==> config.mk <==
export PLATFORM = sky130hd
export DESIGN_NAME = dsp_mac_pipe
export DESIGN_NICKNAME = d
export VERILOG_FILES = /design/src/rtl/dsp_mac_pipe.sv
export SDC_FILE = /design/constraint.sdc
export NUM_CORES = 1
export LEC_CHECK = 0
export BUFFER_PORTS_ARGS = -buffer_cell sky130_fd_sc_hd__buf_4
export CORE_MARGIN = 2
export CORE_UTILIZATION = 45
export DETAILED_ROUTE_END_ITERATION = 8
export SLEW_MARGIN = 20
export SYNTH_ARGS = -nofsm -noshare
export SYNTH_HDL_FRONTEND = slang
export SYNTH_SLANG_ARGS = --single-unit
==> constraint.sdc <==
create_clock -name clk -period 3.1 [get_ports clk]
set_clock_uncertainty 0.15 [all_clocks]
set_input_delay 0.62 -clock clk [delete_from_list [all_inputs] [get_ports clk]]
set_output_delay 0.62 -clock clk [all_outputs]
set_load 0.05 [all_outputs]
==> src/rtl/dsp_mac_pipe.sv <==
// ---------------------------------------------------------------------------
// dsp_mac_pipe
//    Pipelined unsigned multiply-accumulate with valid/ready handshakes on
//    both sides. Stages 1..PIPELINE_DEPTH-1 carry the full-width product,
//    the clear flag and a valid bit. The final stage is the accumulator
//    itself. One global enable stalls every stage together whenever the
//    output holds an unconsumed result.
//
// Parameters
//    PIPELINE_DEPTH : register stages from accepted input to o (1..4)
//    WIDTH          : operand, accumulator and output width
//
// Ports
//    clk        : clock, rising edge
//    rst        : asynchronous active-high reset
//    in_valid   : a, b and clear carry an operation
//    in_ready   : operation accepted this cycle (combinational enable)
//    a, b       : unsigned multiplicand / multiplier
//    clear      : load accumulator with the product instead of adding
//    o          : accumulator value
//    out_valid  : o holds a result not yet consumed
//    out_ready  : consumer takes o this cycle
// ---------------------------------------------------------------------------
module dsp_mac_pipe #(
   parameter int PIPELINE_DEPTH = 3,
   parameter int WIDTH          = 16
) (
   input  logic             clk,
   input  logic             rst,
   input  logic             in_valid,
   output logic             in_ready,
   input  logic [WIDTH-1:0] a,
   input  logic [WIDTH-1:0] b,
   input  logic             clear,
   output logic [WIDTH-1:0] o,
   output logic             out_valid,
   input  logic             out_ready
);

   localparam int PW = 2 * WIDTH;

   logic             en_s;
   logic [PW-1:0]    prod_in_s;
   logic [PW-1:0]    feed_prod_s;
   logic             feed_vld_s;
   logic             feed_clr_s;
   logic [WIDTH-1:0] acc_r;
   logic             acc_vld_r;
   logic             prod_hi_unused_s;

   // Global advance enable: the pipe moves unless a result is stuck at the output.
   always_comb begin
      en_s = (~acc_vld_r) | out_ready;
   end

   // Full-width product of the operands presented at the ports.
   always_comb begin
      prod_in_s = {{WIDTH{1'b0}}, a} * {{WIDTH{1'b0}}, b};
   end

   assign in_ready  = en_s;
   assign o         = acc_r;
   assign out_valid = acc_vld_r;

   // Only the low half of the product is accumulated; the upper half is
   // carried through the stages but intentionally discarded here.
   assign prod_hi_unused_s = ^feed_prod_s[PW-1:WIDTH];

   generate
      if (PIPELINE_DEPTH == 1) begin : g_direct
         // With a single stage the accumulator is fed straight from the ports.
         assign feed_prod_s = prod_in_s;
         assign feed_vld_s  = in_valid;
         assign feed_clr_s  = clear;
      end else begin : g_stages
         localparam int S = PIPELINE_DEPTH - 1;

         logic [PW-1:0] prod_r [0:S-1];
         logic [S-1:0]  vld_r;
         logic [S-1:0]  clr_r;

         // Product/clear/valid shift register; bubbles shift exactly like data.
         always_ff @(posedge clk or posedge rst) begin
            if (rst) begin
               for (int i = 0; i < S; i++) begin
                  prod_r[i] <= {PW{1'b0}};
               end
               vld_r <= {S{1'b0}};
               clr_r <= {S{1'b0}};
            end else if (en_s) begin
               prod_r[0] <= prod_in_s;
               vld_r[0]  <= in_valid;
               clr_r[0]  <= clear;
               for (int i = 1; i < S; i++) begin
                  prod_r[i] <= prod_r[i-1];
                  vld_r[i]  <= vld_r[i-1];
                  clr_r[i]  <= clr_r[i-1];
               end
            end else begin
               vld_r <= vld_r;
               clr_r <= clr_r;
            end
         end

         assign feed_prod_s = prod_r[S-1];
         assign feed_vld_s  = vld_r[S-1];
         assign feed_clr_s  = clr_r[S-1];
      end
   endgenerate

   // Accumulator stage: valid items load or add; a bubble keeps acc but drops out_valid.
   always_ff @(posedge clk or posedge rst) begin
      if (rst) begin
         acc_r     <= {WIDTH{1'b0}};
         acc_vld_r <= 1'b0;
      end else if (en_s) begin
         acc_vld_r <= feed_vld_s;
         if (feed_vld_s) begin
            if (feed_clr_s) begin
               acc_r <= feed_prod_s[WIDTH-1:0];
            end else begin
               acc_r <= acc_r + feed_prod_s[WIDTH-1:0];
            end
         end else begin
            acc_r <= acc_r;
         end
      end else begin
         acc_r     <= acc_r;
         acc_vld_r <= acc_vld_r;
      end
   end

endmodule
-- Yosys cells after proc, flatten, opt, wreduce, memory -nomap -nowiden
Index checks and enable logic that the tools add are counted.
- register bits after elaboration: 53
- output and inout bits: 18
- input port bits: 37
- muxes and demuxes: 1
- reductions and logical operators: 1
- bitwise operators: 2
- add/sub/neg operators: 1
- multipliers: 1
- operators with widths (kind ; count):
    adder 16 bit ; 1
    multiplier 16 x 16 -> 16 bit ; 1
    2-to-1 mux 16 bit ; 1
    AND reduction 2 bit ; 1
    inverter 1 bit ; 1
    bitwise OR 1 bit ; 1

-- Logic depth before layout (Yosys ltp)
Gate-level depths: netlist (run 1).
- word-level depth: 3
- gate-level depth with buffers: 21
- depth with buffers taken out: 20

-- Worst setup path before layout (run 1)
OpenSTA, ideal clock, no wires.
- kind: input to register
- start: input b[1]
- end: register g_stages.prod_r[47] in the netlist's numbering
- stages on the path: 18
- setup slack: -2.428 ns
- arrival time: 5.257 ns
- data required time: 2.829 ns
- buffers on the path: 1
- path through: clkbuf_1 nand2_1 fa_1 fa_1 fa_1 inv_1 fa_1 fa_1 inv_1 fa_1 inv_1 ha_1 or3_1 o211a_1 o21a_1 nor2_1 xnor2_1 o21ai_1
- cells in the longest elaborated chain, start to end: 1
- RTL lines (item ; line ; source):
    start, declared ; 33 ; input logic [WIDTH-1:0] b,
    multiplier 16 x 16 -> 16 bit ; 58 ; prod_in_s = {{WIDTH{1'b0}}, a} * {{WIDTH{1'b0}}, b};
    end signal, assigned by index ; 86 ; prod_r[i] <= {PW{1'b0}};
    end signal, assigned by index ; 95 ; prod_r[i] <= prod_r[i-1];
    end, declared ; 78 ; logic [PW-1:0] prod_r [0:S-1];
Every way passes these cells.
A chain may end at the register's enable or synchronous reset.

-- Worst setup path in the final report (run 1)
- start: input b[4]
- end: register g_stages.prod_r[47] in the netlist's numbering
Same word-level chain as after synthesis.

==> flow_metrics.py, run 1 <==
metrics = {
    "clock_tree": {
        "htreeDepth": 2,
        "cts_tree": "built",
        "root_buffer": "clkbuf_16",
        "cts_buffers": 5,
        "clockBufferDepth": 2,
        "cts.reportedPaths.clkPinSlew_ns": 0.07,
        "clock_latency_ns": 0.30,
        "cts.sinks": 53,
    },
    "timing": {
        "max_freq_mhz": 195,
        "holdWs_ns": 0.287,
        "worst_pin_slew_ns": 0.709,
        "timing.max_slew.rel_slack": 0.526,
        "slew_violations": 0,
        "setup_viol": 12,
        "fin_crit_sh": 1.65,
        "finalCriticalPeriod_ns": 5.12,
        "final_hold_viol_count": 0,
        "fin_ws_ns": -2.02,
        "rsz0062_at_grt": "yes",
    },
    "flow_run": {
        "drv_cap": 0,
    },
    "synthesis": {
        "synth_top_area_cell": "fa_1",
        "ys.warnings.count": 0,
        "netlist_area_mm2": 0.00672,
        "synth_cell_type_count": 46,
        "synth_seq_cells": 53,
        "syn_avg_cell_area_um2": 8.53,
        "synth_area_leaders": "fa_1 (24%), dfrtp_1 (20%), ha_1 (12%)",
        "synth_nets": 969,
        "yosysMostFrequentCell": "nand2_1",
        "synth_common_cells": "nand2_1 (165), inv_1 (120), fa_1 (81)",
        "ys_async_sr_fraction": 1.00,
        "synth-seq-area-share": 0.198,
        "synthFlopType": "dfrtp_1",
        "syn_inst": 787,
        "yosysTopAreaCellShare": 0.241,
        "synth_edf_count": 0,
    },
    "power_and_ir_drop": {
        "pwr-share-comb": 0.795,
        "irDropWorstVdd_v": 0.000540,
        "powerDensity_mw_per_mm2": 1070,
        "p_sw_uw": 4300,
        "total_power_uw": 9420,
        "swShare": 0.456,
        "clkPwrFrac": 0.069,
        "p_seq_frac": 0.136,
        "leakage_uw": 0.00428,
        "internal_power_uw": 5120,
    },
    "critical_path": {
        "cp_max_fo": 5,
        "crit_path_max_incr_delay_ns": 0.52,
        "path_buf_inv": 5,
        "reg2regPathDepth": 11,
        "critPathLaunchType": "input pin",
        "crit_family": "adder cells",
        "crit_cells": 19,
        "path_cells": "buf_12 > and2_4 > fa_1 > inv_1 > fa_1 > fa_1 > fa_1 > inv_1 > fa_1 > inv_1 > fa_1 > inv_2 > ha_4 > or3_4 > o211a_1 > o21a_1 > nor2_2 > xnor2_1 > o21ai_1",
        "crit_slowest_cell": "fa_1",
        "critPathRequiredTime_ns": 3.13,
        "crit_type": "input pin to flip-flop",
        "cp_data_arrival_time_ns": 5.15,
        "end_kind": "flip-flop",
        "crit_top_cell": "fa_1",
    },
    "finish": {
        "multi_input_area_mm2": 0.00527,
        "area_growth_pct": 30.5,
        "layout.nets": 1091,
        "seq_area_mm2": 0.00133,
        "drive_above_1_share": 0.269,
        "fill_cells": 1285,
        "antenna_cells": 0,
    },
    "routing": {
        "firstDrtPassIters": 4,
        "drt-total-wl_um": 15900,
        "viasPerCell": 5.05,
        "ant_nets": 0,
        "drc": 0,
        "wire_per_inst_um": 14.5,
        "num_vias": 5524,
        "drt_iter0_markers": 190,
    },
    "placement": {
        "place_hpwl_um": 12900,
        "gp_congestion": 0.877,
        "port_buffers": 54,
        "pre_cts_slack_ns": -2.47,
    },
    "grt": {
        "grt_pass1_vias": 5974,
        "grt_max_degree": 41,
        "grt_overflow": 0,
        "grt_pass1_wl_um": 27400,
        "gr-usage-all-layers": 0.209,
        "antenna_found_initial": 0,
    },
    "floorplan": {
        "coreArea_mm2": 0.0145,
        "rows": 44,
        "die_w_um": 126,
        "io_pins": 55,
        "chipHeight_um": 126,
        "start_util": 0.462,
        "die_area_mm2": 0.0159,
    },
    "min_path": {
        "hold_path_class": "input pin to asynchronous set/reset pin",
    },
    "outcome": {
        "violations": "negative setup slack",
        "status": "finished, violations left",
    },
}
[stage by stage]
stage,area [µm²],util,std cells,TNS [ns]
2_1_floorplan,7090,-,787,-16.43
3_3_place_gp,8100,0.558,1078,-20.18
3_5_place_dp,8100,0.558,1078,-20.86
4_1_cts,8680,0.597,1094,-15.99
5_1_grt,8760,0.603,1094,-17.46
6_report,8760,0.603,1094,-15.82
[placed cells by master (no fill, tap or decap), drive strengths merged, types with 2 or more instances in the layout]
cell type  netlist  final
nand2          165    165
buf              4    143
inv            121    123
fa              81     81
and2            69     69
ha              64     64
dfrtp           53     53
xnor2           35     35
a21oi           33     33
o21ai           31     31
nor2            22     22
xor2            11     11
nand3            6      6
o21a             6      6
nor3             6      6
clkbuf          25      5
a21o             4      4
o21bai           4      4
nand2b           4      4
a31oi            4      4
o211ai           4      4
a211oi           4      4
o211a            4      4
nor2b            4      4
o31ai            3      3
or3              3      3
a21boi           3      3
mux2i            2      2
nor3b            2      2
[power by group through the flow]
stage | clock network [µW] | registers (µW) | logic (µW)
6_report | 651 | 1280 | 7480
5_1_grt | 689 | 1330 | 8390
4_1_cts | 671 | 1280 | 7320
3_5_place_dp | 0 | 1290 | 6800
3_3_place_gp | 0 | 1280 | 6650
2_1_floorplan | 0 | 1590 | 4750
[per-layer routing]
layer,vias to the layer above,global-route usage,part of all wire,wire length [µm]
li1,2698,-,-,-
met1,2680,0.264,0.44,6930
met2,124,0.381,0.51,8090
met3,22,0.0149,0.034,533
met4,0,0.0659,0.019,295
met5,-,0,0,0
[repair_timing]
item,CTS,global route
hold buffers,0,0
buffers inserted,7,0
cloned,1,0
hold endpoints to repair,0,0
setup endpoints to repair,12,12
gates resized for setup,77,19
pin swaps,28,19
[path summary, 6_finish.rpt]
kind	slack, ns	end	startpoint
hold reg to reg	0.32	g_stages.clr_r[0]	g_stages.clr_r[0]
hold / removal	0.29	feed_prod_s[2]	rst
min in group clk	0.32	g_stages.clr_r[0]	g_stages.clr_r[0]
setup / recovery	-2.02	g_stages.prod_r[47]	b[4]
max in group asynchronous	1.89	g_stages.prod_r[38]	rst
setup reg to reg	0.55	o[14]	feed_prod_s[0]
[area by class of cell]
class / instances / share of cell area
Clock buffer: 5 / 0.0143
Clock inverter: 3 / 0.00543
Inverter: 121 / 0.0518
Multi-Input combinational cell: 584 / 0.602
Sequential cell: 53 / 0.151
Tap cell: 184 / 0.0263
Timing Repair Buffer: 144 / 0.149
[logic make-up after synthesis]
family          count (synthesis)  share of synthesized area
xor+xnor                       46                     0.0600
flops                          53                      0.198
mux                             2                    0.00298
fa+ha+maj                     145                      0.361
buf+inv                       150                     0.0855
simple gates                  284                      0.194
compound gates                107                     0.0995
[registers in the layout, summed over array words and instances, names as in the netlist]
register	count
feed_prod_s	16
g_stages.prod_r	16
o	16
g_stages.clr_r	2
g_stages.vld_r	2
out_valid	1
Power figures use the tool's default switching activity.
==> run 2: changes to the inputs <==
--- a/config.mk
+++ b/config.mk
@@ -13,3 +13,4 @@
 export SYNTH_ARGS = -nofsm -noshare
 export SYNTH_HDL_FRONTEND = slang
 export SYNTH_SLANG_ARGS = --single-unit
+export TNS_END_PERCENT = 30
==> run 2 against run 1 <==
- the run still ends with negative setup slack left
- combinational power is 3.3% lower
- cell area is 4.3% lower
- via count fell by 1.9%
- sequential share of layout area is 0.68 points higher
- critical path depth stayed put
- critical path type unchanged
- largest cell class unchanged
==> flow_metrics.py, run 2 (same netlist as run 1, synthesis figures left out) <==
metrics = {
    "outcome": {
        "status": "finished, violations left",
        "violations": "negative setup slack",
    },
    "grt": {
        "gr-usage-all-layers": 0.206,
        "grt_pass1_vias": 5951,
        "grt_max_degree": 41,
        "antenna_found_initial": 0,
        "grt_overflow": 0,
        "grt_pass1_wl_um": 27200,
    },
    "critical_path": {
        "cp_max_fo": 6,
        "path_buf_inv": 5,
        "path_cells": "buf_6 > and2_4 > fa_1 > inv_1 > fa_1 > fa_1 > inv_1 > fa_1 > fa_1 > inv_1 > fa_1 > inv_2 > ha_4 > or3_4 > o211a_1 > o21a_1 > nor2_2 > xnor2_1 > o21ai_1",
        "crit_top_cell": "fa_1",
        "r2r_slack_ns": 0.56,
        "end_kind": "flip-flop",
        "critPathLaunchType": "input pin",
        "reg2reg_to": "o[14]",
        "crit_slowest_cell": "fa_1",
        "crit_family": "adder cells",
        "cp_data_arrival_time_ns": 5.22,
        "critPathRequiredTime_ns": 3.12,
        "crit_type": "input pin to flip-flop",
        "timing.rr.start": "o[0]",
        "crit_path_max_incr_delay_ns": 0.53,
        "reg2regPathDepth": 11,
    },
    "timing": {
        "rsz0062_at_grt": "yes",
        "setup_viol": 12,
        "fin_crit_sh": 1.68,
        "timing.max_slew.rel_slack": 0.584,
        "max_freq_mhz": 192,
        "slew_violations": 0,
        "finalCriticalPeriod_ns": 5.20,
        "worst_pin_slew_ns": 0.623,
        "fin_ws_ns": -2.10,
        "final_hold_viol_count": 0,
    },
    "routing": {
        "wire_per_inst_um": 14.2,
        "firstDrtPassIters": 4,
        "drc": 0,
        "num_vias": 5418,
        "ant_nets": 0,
        "drt_iter0_markers": 158,
        "viasPerCell": 4.99,
        "drt-total-wl_um": 15400,
    },
    "flow_run": {
        "drv_cap": 0,
    },
    "finish": {
        "fill_cells": 1321,
        "final_core_util": 0.577,
        "final_common_cell": "nand2_1",
        "drive_above_1_share": 0.229,
        "final_area_mm2": 0.00839,
        "multi_input_area_mm2": 0.00505,
        "layout_common_cells": "nand2_1 (163), inv_1 (111), buf_4 (111), fa_1 (77), and2_1 (56)",
        "area_growth_pct": 24.9,
        "seq_area_mm2": 0.00133,
        "layout.nets": 1082,
        "antenna_cells": 0,
    },
    "clock_tree": {
        "cts.sinks": 53,
        "clock_latency_ns": 0.30,
        "cts_buffers": 5,
        "cts_tree": "built",
        "htreeDepth": 2,
        "hold_buffers": 0,
        "clockBufferDepth": 2,
        "cts.reportedPaths.clkPinSlew_ns": 0.07,
        "root_buffer": "clkbuf_16",
    },
    "power_and_ir_drop": {
        "pwr-share-comb": 0.789,
        "clkPwrFrac": 0.071,
        "total_power_uw": 9160,
        "p_seq_frac": 0.141,
        "powerDensity_mw_per_mm2": 1090,
        "internal_power_uw": 4970,
        "swShare": 0.457,
        "irDropWorstVdd_v": 0.000651,
        "p_sw_uw": 4190,
        "leakage_uw": 0.00418,
    },
    "placement": {
        "port_buffers": 54,
        "pre_cts_slack_ns": -2.55,
        "dpl_cell_area_mm2": 0.00788,
        "place_hpwl_um": 12700,
        "gp_congestion": 0.918,
    },
    "floorplan": {
        "rows": 44,
        "start_util": 0.462,
        "chipHeight_um": 126,
        "die_area_mm2": 0.0159,
        "coreArea_mm2": 0.0145,
        "io_pins": 55,
        "die_w_um": 126,
    },
    "min_path": {
        "hold_path_class": "input pin to asynchronous set/reset pin",
    },
}
## run 2: cell count changes in the layout (fill, tap and decap cells not counted), sizes merged
cell	previous run	this run
buf	143	134
bufbuf	1	0
clkbuf	5	6
## run 2: area by class of cell
| class | instances | share of cell area |
|---|---|---|
| inverters | 121 | 0.0542 |
| clock buffers | 5 | 0.0149 |
| multi-input cells | 584 | 0.602 |
| flip-flops and latches | 53 | 0.158 |
| well taps | 184 | 0.0275 |
| clock inverters | 3 | 0.00567 |
| repair buffers | 135 | 0.138 |
## run 2: metrics by stage
step                instances  setup TNS, ns  hold WS, ns
detailed placement       1072         -21.71        0.306
floorplan                 787         -17.40        0.289
CTS                      1082         -16.47        0.285
global placement         1072         -21.09        0.299
finish                   1085         -16.11        0.256
global route             1085         -18.00        0.303
## run 2: power by group through the flow
stage                     sequential (µW)  combinational (µW)  clock, µW
after floorplan                      1590                4500          0
after global placement               1280                6530          0
after detailed placement             1310                6730          0
after CTS                            1290                7040        664
after global routing                 1340                8200        683
final                                1290                7230        648
## run 2: worst max-delay path by stage
stage | startpoint | to | slack (ns) | cells after the start
after detailed placement | b[4] | g_stages.prod_r[47] | -2.55 | 21
after floorplan | b[4] | g_stages.prod_r[47] | -2.26 | 19
after CTS | a[8] | g_stages.prod_r[47] | -2.15 | 19
final | a[8] | g_stages.prod_r[47] | -2.10 | 19
after global placement | b[4] | g_stages.prod_r[47] | -2.46 | 21
after global routing | a[9] | g_stages.prod_r[47] | -2.28 | 20
## run 2: what timing repair did
action                                  4_1_cts  5_1_grt
pin swaps                                    18       19
resized for setup                            55       20
buffers inserted                              2        2
endpoints found under the setup margin       12       12
cloned                                        0        1
## run 2: worst reg2reg max path, cell delays in order (launching register included)
cell	delay, ns
dfrtp_1	0.37
ha_1	0.18
inv_1	0.06
fa_1	0.37
nor2b_1	0.17
o21a_1	0.15
o21ai_1	0.12
a21boi_1	0.22
o21ai_1	0.13
a31oi_1	0.23
xnor2_1	0.16
o22ai_1	0.09
## run 2: metal layers
layer,up-vias,wire length (µm),track usage,share of wire
li1,2677,-,-,-
met4,0,333,0.0569,0.022
met2,106,8260,0.398,0.54
met3,23,481,0.0191,0.031
met1,2612,6360,0.242,0.41
met5,-,0,0,0
